File: src/rtl/rf_operand_fetch.sv
// rf_operand_fetch
// Operand-fetch initiator for a 32x32 register file with a one-cycle
// registered read. It accepts a two-source request, drives the RF read
// addresses and waits out the read latency. It returns both operands over a
// valid/ready handshake. The RF write port is passed straight through.
// Writes that race with or follow the RF read are forwarded into the pending
// and held operands, so a returned value is never stale.
//
// Optional feature macro: RF_ZERO_REG_EN
//   When defined, register 0 reads as zero. Writes to register 0 are
//   suppressed at the RF port and are never forwarded.
//   When undefined, register 0 behaves like any other register.

module rf_operand_fetch #(
   parameter int DATA_W = 32,
   parameter int ADDR_W = 5
) (
   input  logic              clk,
   input  logic              rst_n,
   // operand request
   input  logic              req_valid,
   output logic              req_ready,
   input  logic [ADDR_W-1:0] req_rs,
   input  logic [ADDR_W-1:0] req_rt,
   // writeback traffic (never back-pressured)
   input  logic              wb_valid,
   input  logic [ADDR_W-1:0] wb_reg,
   input  logic [DATA_W-1:0] wb_data,
   // register file ports
   output logic [ADDR_W-1:0] rf_reg1,
   output logic [ADDR_W-1:0] rf_reg2,
   output logic [ADDR_W-1:0] rf_writereg,
   output logic              rf_write,
   output logic [DATA_W-1:0] rf_data,
   input  logic [DATA_W-1:0] rf_read1,
   input  logic [DATA_W-1:0] rf_read2,
   // operand response
   output logic              rsp_valid,
   input  logic              rsp_ready,
   output logic [DATA_W-1:0] rsp_a,
   output logic [DATA_W-1:0] rsp_b
);

   typedef enum logic [1:0] {
      ST_IDLE = 2'd0,
      ST_READ = 2'd1,
      ST_WAIT = 2'd2,
      ST_RESP = 2'd3
   } state_t;

   state_t r_state;
   logic   r_req_ready;
   logic   r_rsp_valid;

   // Qualified write: what actually reaches the RF this cycle
   logic   w_wb_eff;

   genvar gi;

`ifdef RF_ZERO_REG_EN
   assign w_wb_eff = wb_valid & rst_n & (wb_reg != '0);
`else
   assign w_wb_eff = wb_valid & rst_n;
`endif

   // Write port is a pure pass-through; only the strobe is qualified
   assign rf_write    = w_wb_eff;
   assign rf_writereg = wb_reg;
   assign rf_data     = wb_data;

   // Request/response sequencing; handshake outputs are registered with the state
   always_ff @(posedge clk) begin
      if (!rst_n) begin
         r_state     <= ST_IDLE;
         r_req_ready <= 1'b1;
         r_rsp_valid <= 1'b0;
      end else begin
         case (r_state)
            ST_IDLE: begin
               if (req_valid) begin
                  r_state     <= ST_READ;
                  r_req_ready <= 1'b0;
               end
            end
            ST_READ: begin
               // RF samples the addresses at the end of this cycle
               r_state <= ST_WAIT;
            end
            ST_WAIT: begin
               // RF data is presented now and captured at the end of this cycle
               r_state     <= ST_RESP;
               r_rsp_valid <= 1'b1;
            end
            ST_RESP: begin
               // Return to IDLE only; a new request waits one more cycle
               if (rsp_ready) begin
                  r_state     <= ST_IDLE;
                  r_req_ready <= 1'b1;
                  r_rsp_valid <= 1'b0;
               end
            end
            default: begin
               r_state     <= ST_IDLE;
               r_req_ready <= 1'b1;
               r_rsp_valid <= 1'b0;
            end
         endcase
      end
   end

   assign req_ready = r_req_ready;
   assign rsp_valid = r_rsp_valid;

   // One identical lane per source operand: lane 0 is rs/A, lane 1 is rt/B
   generate
      for (gi = 0; gi < 2; gi++) begin : g_lane
         logic [ADDR_W-1:0] w_req_idx;
         logic [DATA_W-1:0] w_rf_read;
         logic              w_zero_idx;
         logic              w_wb_hit;
         logic [DATA_W-1:0] w_capture;

         logic [ADDR_W-1:0] r_idx;
         logic              r_ovr_valid;
         logic [DATA_W-1:0] r_ovr_data;
         logic [DATA_W-1:0] r_rsp;

         assign w_req_idx = (gi == 0) ? req_rs   : req_rt;
         assign w_rf_read = (gi == 0) ? rf_read1 : rf_read2;

`ifdef RF_ZERO_REG_EN
         assign w_zero_idx = (r_idx == '0);
`else
         assign w_zero_idx = 1'b0;
`endif

         // A write to this lane's register index in the current cycle
         assign w_wb_hit = w_wb_eff & (wb_reg == r_idx) & ~w_zero_idx;

         // Capture priority: hardwired zero, then a write landing in WAIT,
         // then the latest override from READ, then the RF read data
         always_comb begin
            w_capture = w_rf_read;
            if (w_zero_idx) begin
               w_capture = '0;
            end else if (w_wb_hit) begin
               w_capture = wb_data;
            end else if (r_ovr_valid) begin
               w_capture = r_ovr_data;
            end
         end

         // Per-operand address, pending override and held response value
         always_ff @(posedge clk) begin
            if (!rst_n) begin
               r_idx       <= '0;
               r_ovr_valid <= 1'b0;
               r_ovr_data  <= '0;
               r_rsp       <= '0;
            end else begin
               case (r_state)
                  ST_IDLE: begin
                     if (req_valid) begin
                        r_idx       <= w_req_idx;
                        r_ovr_valid <= 1'b0;
                     end
                  end
                  ST_READ: begin
                     // The RF read at this edge returns pre-write data, so keep the write
                     if (w_wb_hit) begin
                        r_ovr_valid <= 1'b1;
                        r_ovr_data  <= wb_data;
                     end
                  end
                  ST_WAIT: begin
                     r_rsp <= w_capture;
                  end
                  ST_RESP: begin
                     // Keep the held operand tracking the architectural value
                     if (w_wb_hit) begin
                        r_rsp <= wb_data;
                     end
                  end
                  default: begin
                     r_ovr_valid <= 1'b0;
                  end
               endcase
            end
         end
      end
   endgenerate

   assign rf_reg1 = g_lane[0].r_idx;
   assign rf_reg2 = g_lane[1].r_idx;
   assign rsp_a   = g_lane[0].r_rsp;
   assign rsp_b   = g_lane[1].r_rsp;

endmodule

File: config.mk
export PLATFORM = sky130hd
export DESIGN_NAME = rf_operand_fetch
export DESIGN_NICKNAME = d
export VERILOG_FILES = /design/src/rtl/rf_operand_fetch.sv
export SDC_FILE = /design/constraint.sdc
export NUM_CORES = 1
export LEC_CHECK = 0
export ABC_AREA = 1
export CELL_PAD_IN_SITES_DETAIL_PLACEMENT = 1
export CELL_PAD_IN_SITES_GLOBAL_PLACEMENT = 1
export CORE_MARGIN = 3
export CORE_UTILIZATION = 35
export DETAILED_ROUTE_END_ITERATION = 16
export PLACE_DENSITY_LB_ADDON = 0.15
export SKIP_LAST_GASP = 1
export SYNTH_ARGS = -nofsm -noshare
export SYNTH_HDL_FRONTEND = slang
export SYNTH_SLANG_ARGS = --single-unit
export TNS_END_PERCENT = 30
File: constraint.sdc
create_clock -name clk -period 2.6 [get_ports clk]
set_clock_uncertainty 0.1 [all_clocks]
set_input_delay 0.52 -clock clk [delete_from_list [all_inputs] [get_ports clk]]
set_output_delay 0.52 -clock clk [all_outputs]
set_load 0.05 [all_outputs]
[Word level (Yosys, flattened, before mapping)]
Index checks and enable logic that the tools add are counted.
Cells by class
  reductions and logical operators: 14
  equality and inequality tests: 11
  bitwise operators: 3
  mux-type cells: 20
Operator list (number)
  two-way mux 32 bit: 6
  one-hot mux 32 bit (2 select lines): 2
  AND reduction 2 bit: 7
  inequality test 2 bit, second input constant: 6
  == test 5 bit: 2
  AND reduction 3 bit: 3
  one-hot mux 1 bit (2 select lines): 4
  one-hot mux 2 bit (4 select lines): 1
  nonzero test 2 bit: 3
  two-way mux 1 bit: 5
  == test 2 bit, second input constant: 2
  two-way mux 2 bit: 2
  bitwise AND 1 bit: 3
  == test 2 x 1 -> 1 bit, second input constant: 1
  zero test 2 bit: 1
Word-level totals
  flip-flop bits (word level): 144
  logic and storage cells: 59
  output and inout port bits: 114

[Longest topological paths before layout]
  depth after elaboration: 4
  mapped depth: 11
  mapped depth without buffers: 10

[Worst setup path after synthesis]
OpenSTA, ideal clock, no wires.
  path type: reg2reg
  start point: register g_lane[1].r_idx[0], in the netlist rf_reg2[0]
  end point: register g_lane[1].r_ovr_data[1]
  arrival: 1679 ps
  path slack: 702 ps
  cell stages (with the launch flop): 10
  required time: 2381 ps
  clock period less this slack: 1898 ps
  library setup time: 119 ps
  cell sequence: dfxtp_1 inv_1 nand2_1 nand2_1 nor2_1 nand3_4 nor2_2 buf_4 buf_2 a21oi_1
Between the ends
  word-level cells in the longest chain between the ends: 3
RTL lines
  start: declaration: RTL line 123  | logic [ADDR_W-1:0] r_idx;
  start signal: assignment: RTL line 164  | r_idx <= w_req_idx;
  == test 5 bit: RTL line 138  | assign w_wb_hit = w_wb_eff & (wb_reg == r_idx) & ~w_zero_idx;
  bitwise AND 1 bit: RTL line 138
  AND reduction 2 bit (no line)
  end signal: assignment: RTL line 172  | r_ovr_data <= wb_data;
  end: declaration: RTL line 125  | logic [DATA_W-1:0] r_ovr_data;
No other way between the ends.
A chain may end at the register's enable or synchronous reset.

[Worst setup path after layout]
  start point: register g_lane[1].r_rsp[8], in the netlist rsp_b[8]
  end point: output port rsp_b[8]
RTL lines
  start: declaration: RTL line 126  | logic [DATA_W-1:0] r_rsp;
  start signal: assignment: RTL line 176  | r_rsp <= w_capture;
  start signal: assignment: RTL line 181  | r_rsp <= wb_data;
  end: declaration: RTL line 41  | output logic [DATA_W-1:0] rsp_b
No word-level cell between the ends.

==> flow_metrics.py <==
metrics = {
    "critical_path": {
        "end_kind": "output port",
        "path_class": "register to output port",
        "path_buf_inv": 1,
        "cp-start-kind": "register",
        "cp_top_family": "buffers and inverters",
        "crit_required_ns": 1.98,
        "crit_fanout": 2,
        "crit_chain": "clkdlybuf4s50_1",
        "critPathArrivalTime_ns": 1.68,
        "slowest_stage": "clkdlybuf4s50_1",
        "slowest_delay_ns": 0.84,
    },
    "timing": {
        "fin_crit_sh_pct": 88.3,
        "report.final.slew_viol_count": 0,
        "tightest_slew_ns": 0.685,
        "finalHoldViolCount": 0,
        "slew-limit-headroom_pct": 54.4,
        "setup_viol": 0,
        "fin_crit_ns": 2.30,
        "fin_ws_ns": 0.304,
        "rsz0062_at_grt": "false",
        "fmax_mhz": 436,
        "setup-tns-final_ns": 0,
    },
    "die": {
        "die_area_um2": 22000,
        "start_util_pct": 36.1,
        "rows": 51,
        "fp.dieW_um": 148,
        "core_area_um2": 19700,
        "die_height_um": 148,
        "num_io_pins": 230,
    },
    "final_layout": {
        "layout_commonest_cell": "clkdlybuf4s50_1",
        "instances_no_fill": 1429,
        "fin_area_um2": 10000,
        "final_cell_mix": "190 x clkdlybuf4s50_1, 163 x nand2_1, 142 x dfxtp_1",
        "insertedDiodeCount": 0,
        "nNetsFinal": 1272,
        "drive_above_1_share_pct": 10.7,
        "layout-area-overhead-vs-synth_pct": 41.4,
        "n_fill_cell": 2487,
    },
    "yosys": {
        "syn_nets": 1093,
        "synth_area_um2": 7090,
        "async_reset_ff_share_pct": 0,
        "synth_ff_type": "dfxtp_1",
        "synth-seq-cells": 144,
        "ys_types": 23,
        "synth-edff-count": 0,
        "synth.avg_cell_area_um2": 7.29,
        "syn_inst": 972,
        "synth.yosys.seq_area_share_pct": 40.7,
        "ys_warn_count": 0,
    },
    "drt": {
        "via_per_inst": 5.03,
        "wl_per_cell_um": 17.7,
        "vias": 7195,
        "drt_first_pass_iters": 4,
        "wl_met2_mm": 11.7,
        "drtIter0Drc": 337,
        "routed.top_layer": "met4",
        "wl_met3_mm": 1.57,
        "ant_nets": 0,
        "met1_length_mm": 11.7,
        "drc": 0,
        "drt_wl_total_mm": 25.4,
    },
    "clock_network": {
        "cts_made_buffers": 17,
        "cts_max_level": 4,
        "postCtsHoldBufs": 0,
        "post-cts-setup-buffers": 0,
        "clockBufferDepth": 2,
        "postCtsResizedCells": 0,
        "cts_tree": "yes",
        "cts-root-buf": "clkbuf_16",
        "path_clk_slew_ns": 0.06,
        "cts_sinks": 144,
        "clk_latency_ns": 0.43,
    },
    "pwr": {
        "vdd_ir_drop_max_v": 0.000504,
        "p_total_mw": 9.90,
        "power_density_nw_per_um2": 988,
        "p_leak_nw": 4.11,
    },
    "place": {
        "pre_cts_slack_ns": -0.00804,
        "place.gp.congestion": 0.806,
        "dp.cells": 1397,
        "dp_hpwl_mm": 18.2,
        "place_area_um2": 9450,
        "io_buffers": 229,
    },
    "outcome": {
        "run_status": "completed",
    },
    "grt": {
        "grt_pass1_vias": 7378,
        "antenna_found_initial": 0,
        "grtUsageTotal_pct": 23.0,
        "grt_pass1_wl_mm": 40.6,
        "grt_max_degree": 69,
        "grt_overflow_total": 0,
    },
    "flow_run": {
        "drv_cap": 0,
    },
    "min_path": {
        "hp-class": "input port to register",
    },
}
## final timing paths
| kind | start | endpoint | slack (ns) | cells past startpoint |
|---|---|---|---|---|
| max reg2reg | r_state[0] | rsp_b[6] | 0.64 | 8 |
| min reg2reg | rsp_valid | rsp_valid | 0.37 | 2 |
| min | rst_n | rf_reg2[1] | 0.33 | 3 |
| max | rsp_b[8] | rsp_b[8] | 0.30 | 1 |
## state kept, by name (all words and copies together) (netlist names)
name	flops
g_lane.r_ovr_data	64
rsp_a	32
rsp_b	32
rf_reg1	5
rf_reg2	5
g_lane.r_ovr_valid	2
r_state	2
req_ready	1
rsp_valid	1
## power breakdown
part	switching, mW	leakage [nW]	internal [mW]	total [mW]
Sequential	0.284	1.17	2.67	2.95
Clock	1.05	0.266	1.35	2.40
Combinational	3.01	2.67	1.54	4.55
## per-stage QoR
stage	hold slack (ns)	util [%]
floorplan	0.389	-
finish	0.331	51.0
detailed placement	0.363	48.1
CTS	0.318	51.0
global route	0.337	51.0
global placement	0.351	48.1
## final cells by class
| type | count | area (um2) | share of cell area (%) |
|---|---|---|---|
| clock buffer | 18 | 439 | 4.38 |
| clock inverter | 14 | 134 | 1.34 |
| inverter | 59 | 221 | 2.21 |
| multi-input combinational | 666 | 3360 | 33.5 |
| sequential | 144 | 2890 | 28.8 |
| tap | 265 | 332 | 3.31 |
| timing repair buffer | 263 | 2650 | 26.5 |
## cell usage after synthesis, drive strengths merged (5+ instances only)
cell / count / area share [%]
o21ai: 163 / 12
nand2: 168 / 9.1
a21oi: 114 / 8.1
dfxtp: 144 / 41
inv: 59 / 3.1
buf: 78 / 7.6
ha: 5 / 0.88
mux2i: 43 / 6.1
clkbuf: 25 / 1.3
nand3b: 21 / 2.2
nor2: 109 / 5.9
nand3: 41 / 3.3
## routing by layer
metal | track usage [%] | up-vias
met3 | 4.94 | 24
li1 | - | 3539
met1 | 31.3 | 3444
met4 | 6.42 | 0
met2 | 37.1 | 188
met5 | 0 | -
## kinds of logic (layout without fill, tap and decap cells)
family	Yosys count	after routing	share of synthesized area, %
buffers and inverters	162	354	12.1
flip-flops	144	144	40.7
AND/OR/NAND/NOR	340	340	20.6
adder cells (fa/ha/maj)	5	5	0.883
multiplexers	43	43	6.07
AO/OA/AOI/OAI	278	278	19.7
No activity file was read; power rests on OpenSTA's default activity.
